## src/rtl/avalon_aes_pkg.sv

```systemverilog
// Shared types and address-map helpers for the AES Avalon register bank.
package avalon_aes_pkg;

  typedef enum logic [1:0] {
    ST_IDLE = 2'd0,
    ST_RUN  = 2'd1,
    ST_DONE = 2'd2
  } aes_state_e;

  // Bit positions of the control flags inside the START and DONE words
  localparam int START_BIT = 0;
  localparam int DONE_BIT  = 0;

  function automatic int key_base();
    return 0;
  endfunction

  function automatic int msg_base(input int blk_words);
    return blk_words;
  endfunction

  function automatic int res_base(input int blk_words);
    return 2 * blk_words;
  endfunction

  function automatic int start_addr(input int num_regs);
    return num_regs - 2;
  endfunction

  function automatic int done_addr(input int num_regs);
    return num_regs - 1;
  endfunction

endpackage

```

## src/rtl/avalon_aes_ctrl_regs_be_reg.sv

```systemverilog
// Single byte-enable-writable register with a write-protect input.
module avalon_be_reg #(
  parameter int DATA_W = 32
) (
  input  logic              clk,
  input  logic              rst,
  input  logic              wr_en,
  input  logic              wr_protect,
  input  logic [DATA_W/8-1:0] byte_en,
  input  logic [DATA_W-1:0] wdata,
  output logic [DATA_W-1:0] q
);

  // Update each enabled byte lane independently unless protected
  always_ff @(posedge clk) begin
    if (rst) begin
      q <= '0;
    end else if (wr_en && !wr_protect) begin
      for (int b = 0; b < DATA_W/8; b++) begin
        if (byte_en[b]) q[b*8 +: 8] <= wdata[b*8 +: 8];
      end
    end
  end

endmodule

```

## src/rtl/avalon_aes_ctrl_regs.sv

```systemverilog
// Avalon-MM register bank for the AES core: key/message words, start/done
// handshake, result capture and LED export.
// Optional feature: define AES_KEY_READBACK_EN to make key words readable;
// otherwise key reads return 0.
module avalon_aes_ctrl_regs
  import avalon_aes_pkg::*;
#(
  parameter int DATA_W    = 32,
  parameter int BLK_WORDS = 4,
  parameter int NUM_REGS  = 16
) (
  input  logic                          CLK,
  input  logic                          RESET,
  input  logic                          AVL_READ,
  input  logic                          AVL_WRITE,
  input  logic                          AVL_CS,
  input  logic [DATA_W/8-1:0]           AVL_BYTE_EN,
  input  logic [$clog2(NUM_REGS)-1:0]   AVL_ADDR,
  input  logic [DATA_W-1:0]             AVL_WRITEDATA,
  output logic [DATA_W-1:0]             AVL_READDATA,
  output logic                          AVL_READDATAVALID,
  output logic [BLK_WORDS*DATA_W-1:0]   CORE_KEY,
  output logic [BLK_WORDS*DATA_W-1:0]   CORE_MSG,
  output logic                          CORE_START,
  input  logic                          CORE_DONE,
  input  logic [BLK_WORDS*DATA_W-1:0]   CORE_RESULT,
  output logic [DATA_W-1:0]             EXPORT_DATA
);

  localparam int ADDR_W = $clog2(NUM_REGS);
  localparam logic [ADDR_W-1:0] START_A = ADDR_W'(start_addr(NUM_REGS));
  localparam logic [ADDR_W-1:0] DONE_A  = ADDR_W'(done_addr(NUM_REGS));

  aes_state_e state, state_nxt;

  logic              wr_acc, rd_acc, start_wr, start_go, capture, run;
  logic              done_q, start_p1, vld_p1;
  logic [DATA_W-1:0] rdata_p1, rd_word;
  logic [DATA_W-1:0] key_q [BLK_WORDS];
  logic [DATA_W-1:0] msg_q [BLK_WORDS];
  logic [DATA_W-1:0] res_q [BLK_WORDS];

  assign wr_acc   = AVL_WRITE && AVL_CS;
  assign rd_acc   = AVL_READ && AVL_CS;
  assign run      = (state == ST_RUN);
  assign start_wr = wr_acc && (AVL_ADDR == START_A) && AVL_BYTE_EN[0]
                    && AVL_WRITEDATA[START_BIT];

  for (genvar i = 0; i < BLK_WORDS; i++) begin : g_words
    localparam logic [ADDR_W-1:0] KEY_A = ADDR_W'(key_base() + i);
    localparam logic [ADDR_W-1:0] MSG_A = ADDR_W'(msg_base(BLK_WORDS) + i);

    avalon_be_reg #(.DATA_W(DATA_W)) u_key (
      .clk        (CLK),
      .rst        (RESET),
      .wr_en      (wr_acc && (AVL_ADDR == KEY_A)),
      .wr_protect (run),
      .byte_en    (AVL_BYTE_EN),
      .wdata      (AVL_WRITEDATA),
      .q          (key_q[i])
    );

    avalon_be_reg #(.DATA_W(DATA_W)) u_msg (
      .clk        (CLK),
      .rst        (RESET),
      .wr_en      (wr_acc && (AVL_ADDR == MSG_A)),
      .wr_protect (run),
      .byte_en    (AVL_BYTE_EN),
      .wdata      (AVL_WRITEDATA),
      .q          (msg_q[i])
    );

    assign CORE_KEY[i*DATA_W +: DATA_W] = key_q[i];
    assign CORE_MSG[i*DATA_W +: DATA_W] = msg_q[i];
  end

  assign EXPORT_DATA = {key_q[BLK_WORDS-1][DATA_W-1:DATA_W/2], key_q[0][DATA_W/2-1:0]};

  // Handshake state register
  always_ff @(posedge CLK) begin
    if (RESET) state <= ST_IDLE;
    else       state <= state_nxt;
  end

  // Next state: start from IDLE/DONE, capture only while running
  always_comb begin
    state_nxt = state;
    start_go  = 1'b0;
    capture   = 1'b0;
    case (state)
      ST_IDLE, ST_DONE: begin
        if (start_wr) begin
          start_go  = 1'b1;
          state_nxt = ST_RUN;
        end
      end
      ST_RUN: begin
        if (CORE_DONE) begin
          capture   = 1'b1;
          state_nxt = ST_DONE;
        end
      end
      default: state_nxt = ST_IDLE;
    endcase
  end

  // Result words, done flag and the registered start pulse
  always_ff @(posedge CLK) begin
    if (RESET) begin
      for (int i = 0; i < BLK_WORDS; i++) res_q[i] <= '0;
      done_q   <= 1'b0;
      start_p1 <= 1'b0;
    end else begin
      if (capture) begin
        for (int i = 0; i < BLK_WORDS; i++) res_q[i] <= CORE_RESULT[i*DATA_W +: DATA_W];
      end
      if (start_go)     done_q <= 1'b0;
      else if (capture) done_q <= 1'b1;
      start_p1 <= start_go;
    end
  end

  assign CORE_START = start_p1;

  // Read mux over the current (pre-edge) register contents
  always_comb begin
    rd_word = '0;
    for (int i = 0; i < BLK_WORDS; i++) begin
`ifdef AES_KEY_READBACK_EN
      if (AVL_ADDR == ADDR_W'(key_base() + i)) rd_word = key_q[i];
`endif
      if (AVL_ADDR == ADDR_W'(msg_base(BLK_WORDS) + i)) rd_word = msg_q[i];
      if (AVL_ADDR == ADDR_W'(res_base(BLK_WORDS) + i)) rd_word = res_q[i];
    end
    if (AVL_ADDR == START_A) rd_word[START_BIT] = run;
    if (AVL_ADDR == DONE_A)  rd_word[DONE_BIT]  = done_q;
  end

  // Read response stage: data held between responses, valid pulses once
  always_ff @(posedge CLK) begin
    if (RESET) begin
      rdata_p1 <= '0;
      vld_p1   <= 1'b0;
    end else begin
      vld_p1 <= rd_acc;
      if (rd_acc) rdata_p1 <= rd_word;
    end
  end

  assign AVL_READDATA      = rdata_p1;
  assign AVL_READDATAVALID = vld_p1;

endmodule

```

## config.mk

```make
export PLATFORM = sky130hd
export DESIGN_NAME = avalon_aes_ctrl_regs
export DESIGN_NICKNAME = d
export VERILOG_FILES = /design/src/rtl/avalon_aes_pkg.sv /design/src/rtl/avalon_aes_ctrl_regs_be_reg.sv /design/src/rtl/avalon_aes_ctrl_regs.sv
export SDC_FILE = /design/constraint.sdc
export NUM_CORES = 1
export LEC_CHECK = 0
export BUFFER_PORTS_ARGS = -buffer_cell sky130_fd_sc_hd__buf_2
export CAP_MARGIN = 15
export CORE_MARGIN = 1
export CORE_UTILIZATION = 30
export CTS_BUF_LIST = sky130_fd_sc_hd__clkbuf_16
export DETAILED_ROUTE_END_ITERATION = 7
export SLEW_MARGIN = 10
export SYNTH_ARGS = -nofsm -noshare
export SYNTH_HDL_FRONTEND = slang
export SYNTH_SLANG_ARGS = --single-unit
```

## constraint.sdc

```tcl
create_clock -name CLK -period 7.4 [get_ports CLK]
set_input_delay 2.22 -clock CLK [delete_from_list [all_inputs] [get_ports CLK]]
set_output_delay 2.22 -clock CLK [all_outputs]
set_load 0.05 [all_outputs]
```

==> flow_summary.yaml <==
setup_path:
  path_max_fanout: 60
  worstSetupPathType: "input port to flip-flop"
  crit_slowest_cell: "nand4_2"
  arrival_ns: 5.22
  cpMostUsedCell: "buf_4"
  reg2reg_slack_ns: 4.40
  crit_path_cell_trace: "buf_4 -> buf_4 -> nor2b_2 -> buf_4 -> nand4_2 -> o21ai_0 -> a21oi_1"
  worstRegToRegCells: 4
  start_kind: "input port"
  critical-path-max-stage-delay_ns: 0.69
  reg2reg_from: "state[0]$_SDFFE_PP0P_"
  critPathCaptureType: "flip-flop"
  worstPathRequired_ns: 7.85
  reg2reg_to: "res_q[2][30]$_SDFFCE_PN0P_"
placement:
  io_buffers: 495
  placed_area_um2: 21700
  post-place-ws_ns: 2.10
  dp_cells: 3209
  place.gp.congestion: 0.935
  dp_hpwl_mm: 60.0
power:
  leakagePower_uw: 0.00902
  power_density_nw_per_um2: 233
  ir_worst_vdd_uv: 190
clocking:
  cts-root-buf: "clkbuf_16"
  tritoncts: "done"
  cts.clk_slew.worst_paths_ns: 0.06
  cts_setup_buffers: 0
  cts_sinks: 421
  clock_tree.buffer_depth: 3
  cts_made_buffers: 49
  hold_buffers: 0
  insertion_delay_ns: 0.63
  htreeDepth: 2
  cts_resized: 0
outcome:
  outcome: "finished with violations"
  violations: "DRC"
logic_synthesis:
  synth_edf_count: 128
  syn_area_per_cell_um2: 9.14
  synth_seq_cells: 421
  ys_async_sr_fraction_pct: 0
  muxShareOfSynthArea_pct: 0.258
  synth.distinct_cells: 56
  syn_inst: 2122
  synth_compound_area_share_pct: 22.5
  ys_seq_area_share_pct: 50.0
  synth-simple-area-share_pct: 19.0
  ys_warn_count: 0
  synth_fa_ha_area_share_pct: 0
  synth_xor_area_share_pct: 0
  synth_fp_nets: 2296
  synth_top_family_by_area: "compound AO/OA/AOI/OAI gates"
  synth_ff_type: "dfxtp_1"
  synth_area_um2: 19400
floorplan:
  dieHeight_um: 256
  io_pins: 496
  start_util_pct: 30.5
  num_rows: 92
  dieWidth_um: 256
  dieArea_um2: 65700
  core_area_um2: 63500
timing:
  hold_viol_final: 0
  slew_headroom_pct: 20.3
  max_freq_mhz: 210
  fin_tns_setup_ns: 0
  setup_viol: 0
  worst_slew_pin_slew_ns: 1.19
  fin_worst_skew_ns: 0.0430
  period_needed_ns: 4.77
  fin_ws_ns: 2.63
  rsz0062_at_grt: "false"
  finalCritPeriodShare_pct: 64.5
  drv_slew: 0
grt:
  antenna_found_initial: 5
  grtUsageTotal_pct: 24.6
  grt_max_degree: 121
  grt_util_met1_pct: 29.4
  grt_use_met2_pct: 42.2
  gr-total-overflow: 0
  grt_most_used_layer: "met2"
  grt_first_pass_wirelength_mm: 121
  grt_pass1_vias: 17900
  grtUsageMet3_pct: 5.69
drt:
  routed_wl_mm: 84.1
  drc: 3
  drt.antenna.violating_nets: 0
  wl_per_cell_um: 25.5
  first_iter_violations: 1952
  first_pass_iters: 8
  via_per_inst: 5.59
  dr_total_vias: 18500
cells_and_area:
  finalInstanceArea_um2: 23500
  n_fill_cell: 6503
  drive_gt1_share_pct: 26.3
  final_util_pct: 37.0
  nets: 2590
  finalNonFillerCells: 3304
  syn_to_final_growth_pct: 21.2
min_path:
  whs_endpoint: "g_words[2].u_key.q[31]$_SDFFE_PP0P_"
  holdPathStages: 2
  hold_class: "flip-flop to flip-flop"
  hp-start: "g_words[2].u_key.q[31]$_SDFFE_PP0P_"
job:
  cap_viol_max_count: 0
cell usage in the layout, fill, tap and decap left out, types with 6 or more instances in the layout:
| master | instances |
|---|---|
| a31oi_1 | 18 |
| bufinv_16 | 6 |
| dfxtp_1 | 293 |
| clkinv_1 | 6 |
| clkinv_2 | 11 |
| buf_2 | 493 |
| o21ai_1 | 103 |
| inv_1 | 17 |
| nor2_1 | 9 |
| nor2b_1 | 24 |
| nand3b_1 | 68 |
| a21oi_1 | 333 |
| a221o_1 | 23 |
| o221ai_1 | 24 |
| clkbuf_16 | 55 |
| buf_4 | 39 |
| nor3_1 | 10 |
| a221oi_1 | 7 |
| nand2b_1 | 10 |
| nand3_1 | 261 |
| o21ai_0 | 221 |
| nand2_1 | 27 |
| and2_1 | 131 |
| a21o_1 | 18 |
| o22a_1 | 8 |
| edfxtp_1 | 128 |
| nor4_4 | 11 |
| nand4_1 | 10 |
cell type report:
type                            instances  area (µm²)  area share (%)
Inverter                               14        52.6           0.224
Tap cell                              846        1060            4.50
Clock buffer                           55        1380            5.85
Antenna cell                            1        2.50          0.0106
Sequential cell                       421        9710            41.3
Multi-Input combinational cell       1395        8140            34.6
Clock inverter                         37         362            1.54
Timing Repair Buffer                  535        2810            11.9
per-layer routing:
| layer | vias to the layer above | part of all wire, % |
|---|---|---|
| met1 | 9124 | 38 |
| li1 | 8286 | - |
| met3 | 168 | 8.3 |
| met2 | 891 | 49 |
| met4 | 4 | 3.9 |
| met5 | - | 0.039 |
cells in the mapped netlist, types with 7 or more instances:
cell type  number  share of area (%)
a21oi_1       333                8.6
dfxtp_1       293                 30
nand3_1       261                6.7
o21ai_0       221                5.7
clkbuf_1      137                2.7
and2_1        131                4.2
edfxtp_1      128                 20
o21ai_1       103                2.7
buf_2          83                2.1
nand3b_1       68                2.6
buf_4          40                1.5
nand2_1        28               0.54
nor2b_1        27               0.87
buf_6          24                1.4
o221ai_1       24                1.1
a221o_1        23                1.2
a21o_1         18               0.70
a31oi_1        18               0.58
inv_1          13               0.25
nand2b_1       12               0.39
nor4_4         11                1.2
nand4_1        10               0.32
nor2_1         10               0.19
nor3_1         10               0.26
o22a_1          8               0.36
a221oi_1        7               0.32
buf_1           7               0.14
sequential cells by signal, indices dropped and copies added, names as in the netlist:
register           count
g_words.u_msg.q      128
state                  2
AVL_READDATA          32
g_words.u_key.q      128
done_q                 1
res_q                128
AVL_READDATAVALID      1
CORE_START             1
metrics by stage:
stage          power, µW  hold WS (ns)
6_report            5470         0.471
4_1_cts             5510         0.472
5_1_grt             5620         0.487
3_5_place_dp        2920         0.464
3_3_place_gp        2920         0.456
2_1_floorplan       2760         0.454
power breakdown:
| group | leakage [µW] | internal [µW] | switching, µW |
|---|---|---|---|
| logic | 0.00444 | 107 | 336 |
| registers | 0.00369 | 2410 | 22.4 |
| clock network | 0.000893 | 1550 | 1040 |
| total | 0.00902 | 4070 | 1400 |
critical path: cells and delay by family:
kind	cells	cell delay [ns]
AND/OR/NAND/NOR	2	0.94
buffers and inverters	3	1.41
AO/OA/AOI/OAI	2	0.59
worst max path at each step:
stage	startpoint	to	slack, ns	cells after the start
6_report	AVL_ADDR[0]	g_words[1].u_msg.q[5]$_SDFFE_PP0P_	2.63	7
3_3_place_gp	AVL_ADDR[0]	g_words[1].u_msg.q[25]$_SDFFE_PP0P_	2.24	7
4_1_cts	AVL_ADDR[0]	g_words[1].u_msg.q[5]$_SDFFE_PP0P_	2.76	7
2_1_floorplan	RESET	res_q[0][0]$_SDFFCE_PN0P_	1.58	3
5_1_grt	AVL_ADDR[0]	g_words[1].u_msg.q[5]$_SDFFE_PP0P_	2.44	7
3_5_place_dp	AVL_ADDR[0]	g_words[1].u_msg.q[5]$_SDFFE_PP0P_	2.10	7
cells by family after synthesis:
kind of cell	count (synthesis)
AND/OR/NAND/NOR	603
buffers and inverters	306
flip-flops	421
AO/OA/AOI/OAI	787
multiplexers	5
(Power assumes the default switching activity.)
